===== src/rtl/read_tick_scheduler.sv =====
// Start/stop/single-step read-strobe generator: one-cycle TICK every DIV_ACTIVE+1 clocks, divisor
// reloaded through a valid/ready port at period boundaries. Optional square output: READ_CLK_SQUARE_OUT_EN.
module read_tick_scheduler #(
  parameter int COUNTER_WIDTH = 10,
  parameter int DEFAULT_DIV   = 1023
) (
  input  logic                     IN_50Mhz,
  input  logic                     RESET,
  input  logic                     START,
  input  logic                     STOP,
  input  logic                     STEP,
  input  logic                     CFG_VALID,
  input  logic [COUNTER_WIDTH-1:0] CFG_DIV,
  output logic                     CFG_READY,
  output logic                     TICK,
  output logic                     RUNNING,
  output logic [7:0]               TICK_COUNT
`ifdef READ_CLK_SQUARE_OUT_EN
  ,
  output logic                     OUT
`endif
);

  // Config handshake: CFG_DIV is captured on any edge where CFG_VALID && CFG_READY; CFG_READY stays
  // low until the captured divisor has been applied (next wrap, or next edge while idle).
  typedef enum logic [1:0] {
    S_IDLE = 2'd0,
    S_RUN  = 2'd1,
    S_STEP = 2'd2
  } state_e;

  localparam logic [COUNTER_WIDTH-1:0] DEF_DIV = COUNTER_WIDTH'(DEFAULT_DIV);

  state_e                   state_q, state_d;
  logic [COUNTER_WIDTH-1:0] counter_q, counter_d;
  logic [COUNTER_WIDTH-1:0] div_active_q, div_active_d;
  logic [COUNTER_WIDTH-1:0] div_pending_q, div_pending_d;
  logic                     cfg_ready_q, cfg_ready_d;
  logic                     tick_q, tick_d;
  logic [7:0]               tick_count_q, tick_count_d;
  logic                     out_q, out_d;

  always_comb begin
    state_d       = state_q;
    counter_d     = counter_q;
    div_active_d  = div_active_q;
    div_pending_d = div_pending_q;
    cfg_ready_d   = cfg_ready_q;
    tick_d        = 1'b0;
    tick_count_d  = tick_count_q;

    case (state_q)
      S_IDLE: begin
        counter_d = '0;
        if (!STOP) begin
          if (START)     state_d = S_RUN;
          else if (STEP) state_d = S_STEP;
        end
      end
      S_RUN, S_STEP: begin
        if (STOP) begin
          state_d   = S_IDLE;
          counter_d = '0;
        end else if (counter_q < div_active_q) begin
          counter_d = counter_q + COUNTER_WIDTH'(1);
        end else begin
          counter_d = '0;
          tick_d    = 1'b1;
          if (state_q == S_STEP) state_d = S_IDLE;
        end
      end
      default: begin
        state_d   = S_IDLE;
        counter_d = '0;
      end
    endcase

    // A pending divisor only lands on a period boundary, so no period is ever cut or stretched.
    if (!cfg_ready_q && (tick_d || state_q == S_IDLE)) begin
      div_active_d = div_pending_q;
      cfg_ready_d  = 1'b1;
    end else if (CFG_VALID && cfg_ready_q) begin
      div_pending_d = CFG_DIV;
      cfg_ready_d   = 1'b0;
    end

    if (tick_d) tick_count_d = tick_count_q + 8'd1;
    out_d = out_q ^ tick_d;
  end

  always_ff @(posedge IN_50Mhz) begin
    if (RESET) begin
      state_q       <= S_IDLE;
      counter_q     <= '0;
      div_active_q  <= DEF_DIV;
      div_pending_q <= '0;
      cfg_ready_q   <= 1'b1;
      tick_q        <= 1'b0;
      tick_count_q  <= 8'd0;
    end else begin
      state_q       <= state_d;
      counter_q     <= counter_d;
      div_active_q  <= div_active_d;
      div_pending_q <= div_pending_d;
      cfg_ready_q   <= cfg_ready_d;
      tick_q        <= tick_d;
      tick_count_q  <= tick_count_d;
    end
  end

`ifdef READ_CLK_SQUARE_OUT_EN
  always_ff @(posedge IN_50Mhz) begin
    if (RESET) out_q <= 1'b0;
    else       out_q <= out_d;
  end
  assign OUT = out_q;
`else
  assign out_q = 1'b0;
`endif

  assign CFG_READY  = cfg_ready_q;
  assign TICK       = tick_q;
  assign RUNNING    = (state_q != S_IDLE);
  assign TICK_COUNT = tick_count_q;

endmodule


===== config.mk =====
export PLATFORM = sky130hd
export DESIGN_NAME = read_tick_scheduler
export DESIGN_NICKNAME = d
export VERILOG_FILES = /design/src/rtl/read_tick_scheduler.sv
export SDC_FILE = /design/constraint.sdc
export NUM_CORES = 1
export LEC_CHECK = 0
export BUFFER_PORTS_ARGS = -buffer_cell sky130_fd_sc_hd__buf_2
export CAP_MARGIN = 0
export CORE_MARGIN = 3
export CORE_UTILIZATION = 50
export CTS_CLUSTER_DIAMETER = 100
export DETAILED_ROUTE_END_ITERATION = 10
export GPL_ROUTABILITY_DRIVEN = 0
export PLACE_DENSITY = 0.72
export RECOVER_POWER = 50
export SLEW_MARGIN = 15
export SYNTH_ARGS = -nofsm -noshare
export SYNTH_HDL_FRONTEND = slang
export SYNTH_SLANG_ARGS = --single-unit
export TNS_END_PERCENT = 50

===== constraint.sdc =====
create_clock -name IN_50Mhz -period 2.4 [get_ports IN_50Mhz]
set_input_delay 0.48 -clock IN_50Mhz [delete_from_list [all_inputs] [get_ports IN_50Mhz]]
set_output_delay 0.48 -clock IN_50Mhz [all_outputs]
set_load 0.01 [all_outputs]

==> reports/results.tsv <==
metric	value	unit
status	complete, no violations	
synthDistinctLibCells	34	
drive_above_1_share	13.2	%
htree_levels	2	
async_reset_ff_share	0	%
antenna_found_initial	0	
hold_class	input pin to flip-flop	
num_rows	22	
drc	0	
path_delay_family	compound AO/OA/AOI/OAI gates	
io_pins	27	
grt_pass1_vias	1510	
ir_drop	0.396	mV
wl_per_cell	11.9	µm
critPathArrivalTime	2360	ps
grt_max_degree	39	
cts_hold_buf	0	
cp_slowest_cell	o21ai_0	
clockBufferDepth	2	
mostFrequentLayoutCell	nor2_1	
globalRouteTotalUtil	15.9	%
powerDensity	715	nW/µm²
synthesis.area	2090	µm²
wirelength	3.82	mm
finalHoldViolCount	0	
critical_path.reg2reg.startpoint	div_active_q[7]	
layout.cells.non_filler	320	
timing.hold.ws	416	ps
period_needed	2170	ps
dr_total_vias	1638	
switching_share	24.5	%
hold_end	div_pending_q[9]	
end_kind	flip-flop	
fin_crit_sh	90.5	%
tightest_slew	810	ps
ys_seq_area_share	40.2	%
switchingPower	0.000419	W
dr.pass1.iters	4	
fin_skew	4.86	ps
crit_type	flip-flop to flip-flop	
worst-r2r-setup-slack	230	ps
cts_tree	done	
start_kind	flip-flop	
p_clk_share	40.5	%
clk_latency	290	ps
dp_hpwl	2.74	mm
dpl.cell_count	312	
synth-main-ff-cell	dfxtp_1	
synthToLayoutAreaGrowth	14.1	%
hold_depth	3	
synthCells	243	
root_buffer	clkbuf_8	
cts.reportedPaths.clkPinSlew	80	ps
num_antenna_cells	0	
die_h	70.7	µm
reg2reg_to	TICK_COUNT[0]	
drv_slew	0	
cts_setup_buffers	0	
cts_resized	0	
mostFrequentLayoutCells	nor2_1 (43), dfxtp_1 (42), nand2_1 (30), a21oi_1 (20), buf_2 (15)	
pre_cts_ws	212	ps
worstPathCellList	inv_1 -> ha_1 -> a21oi_1 -> o21ai_0 -> a31oi_4 -> a21oi_1 -> mux2_1	
avgSynthCellArea	8.61	µm²
first_iter_violations	55	
path_max_fanout	8	
drtAntennaViolNets	0	
synth_nets	272	
ys_warn_count	0	
rsz0062_at_grt	no	
fp.dieArea	5000	µm²
p_leak	1.09	nW
synth_edf_count	0	
path_common_cell	a21oi_1	
final_nets	300	
vias_per_cell	5.12	
initial_core_util	54.3	%
portBuffers	26	
cts_buffers	5	
grt_overflow_total	0	
power_frac_comb	14.0	%
reg2regPathDepth	7	
grt_pass1_wl	6.67	mm
fmax	460	MHz
drv_cap	0	
ys_ff_latch	42	
core_area	3850	µm²
setup_tns	0	ps
chipWidth	70.7	µm
setup_viol	0	
cts_sinks	42	
seq_power_share	45.4	%
hp-start	CFG_DIV[9]	
internal_power	0.00129	W
max_slew_margin	46.0	%
cpPeakStageDelay	520	ps
worst_slack	227	ps
crit_required	2580	ps
cp_num_buf_inv	1	
num-fill-cells	357	
==> cell usage after synthesis, types with 2 or more instances <==
cell / n / share of area, %
clkbuf_1: 7 / 1.3
nor2_1: 43 / 7.7
nor2b_1: 9 / 2.7
xnor2_1: 3 / 1.3
ha_1: 13 / 7.8
nand2_1: 30 / 5.4
inv_1: 14 / 2.5
dfxtp_1: 42 / 40
mux2i_1: 13 / 6.2
o21ai_0: 2 / 0.48
a21oi_1: 19 / 4.5
and2_1: 2 / 0.60
mux2_2: 5 / 2.7
and3_1: 3 / 0.90
nand2b_1: 5 / 1.5
nand4_1: 4 / 1.2
xor2_1: 5 / 2.1
nand3_1: 5 / 1.2
mux2_1: 2 / 1.1
nand3_2: 2 / 0.96
a211o_1: 2 / 0.84
==> power groups by stage <==
stage          clock (W)  combinational (W)  sequential (W)
2_1_floorplan          0           0.000187        0.000784
3_3_place_gp           0           0.000233        0.000791
3_5_place_dp           0           0.000237        0.000793
4_1_cts         0.000707           0.000245        0.000776
5_1_grt         0.000732           0.000271        0.000783
6_report        0.000692           0.000240        0.000776
==> routing by layer <==
layer  GRT usage [%]  routed length (µm)
met1            22.6                1980
met2            23.5                1630
met3            3.55                 151
met4            5.64                  55
met5               0                   0
==> logic make-up after synthesis <==
family	after synthesis	synth area share (%)
mux	20	9.99
fa+ha+maj	13	7.78
simple gates	107	23.9
xor+xnor	8	3.35
buf+inv	22	4.31
compound gates	31	10.5
flops	42	40.2
==> metrics by stage <==
stage          total power [W]  util, %  area (µm²)
4_1_cts                0.00173     62.5        2410
5_1_grt                0.00179     61.9        2390
6_report               0.00171     61.9        2390
2_1_floorplan         0.000971        -        2090
3_5_place_dp           0.00103     58.8        2270
3_3_place_gp           0.00102     58.8        2270
==> area by class of cell <==
cell class	count	area (µm²)	area share, %
Clock buffer	6	82.6	3.46
Timing Repair Buffer	29	139	5.82
Clock inverter	2	60.1	2.52
Tap cell	48	60.1	2.52
Inverter	14	52.6	2.20
Sequential cell	42	841	35.2
Multi-Input combinational cell	179	1150	48.3
==> worst min-delay path, delay by kind of cell <==
family | cells | cell delay [ps]
AO/OA/AOI/OAI | 1 | 50
buffers and inverters | 1 | 90
AND/OR/NAND/NOR | 1 | 40
==> worst max-delay path by stage <==
stage                                 end  depth (start not counted)       startpoint  slack (ps)
after floorplan             TICK_COUNT[0]                          7  div_active_q[9]         590
after global placement    div_active_q[3]                          7  div_active_q[3]         300
after detailed placement  div_active_q[4]                          7  div_active_q[3]         210
after CTS                 div_active_q[4]                          7  div_active_q[3]         210
after global routing        TICK_COUNT[0]                          7  div_active_q[7]          80
final                       TICK_COUNT[0]                          7  div_active_q[7]         230
==> state kept, by name (all words and copies together) (netlist names) <==
register       cells
TICK_COUNT         8
CFG_READY          1
div_pending_q     10
div_active_q      10
state_q            2
counter_q         10
TICK               1
Power figures use the tool's default switching activity.
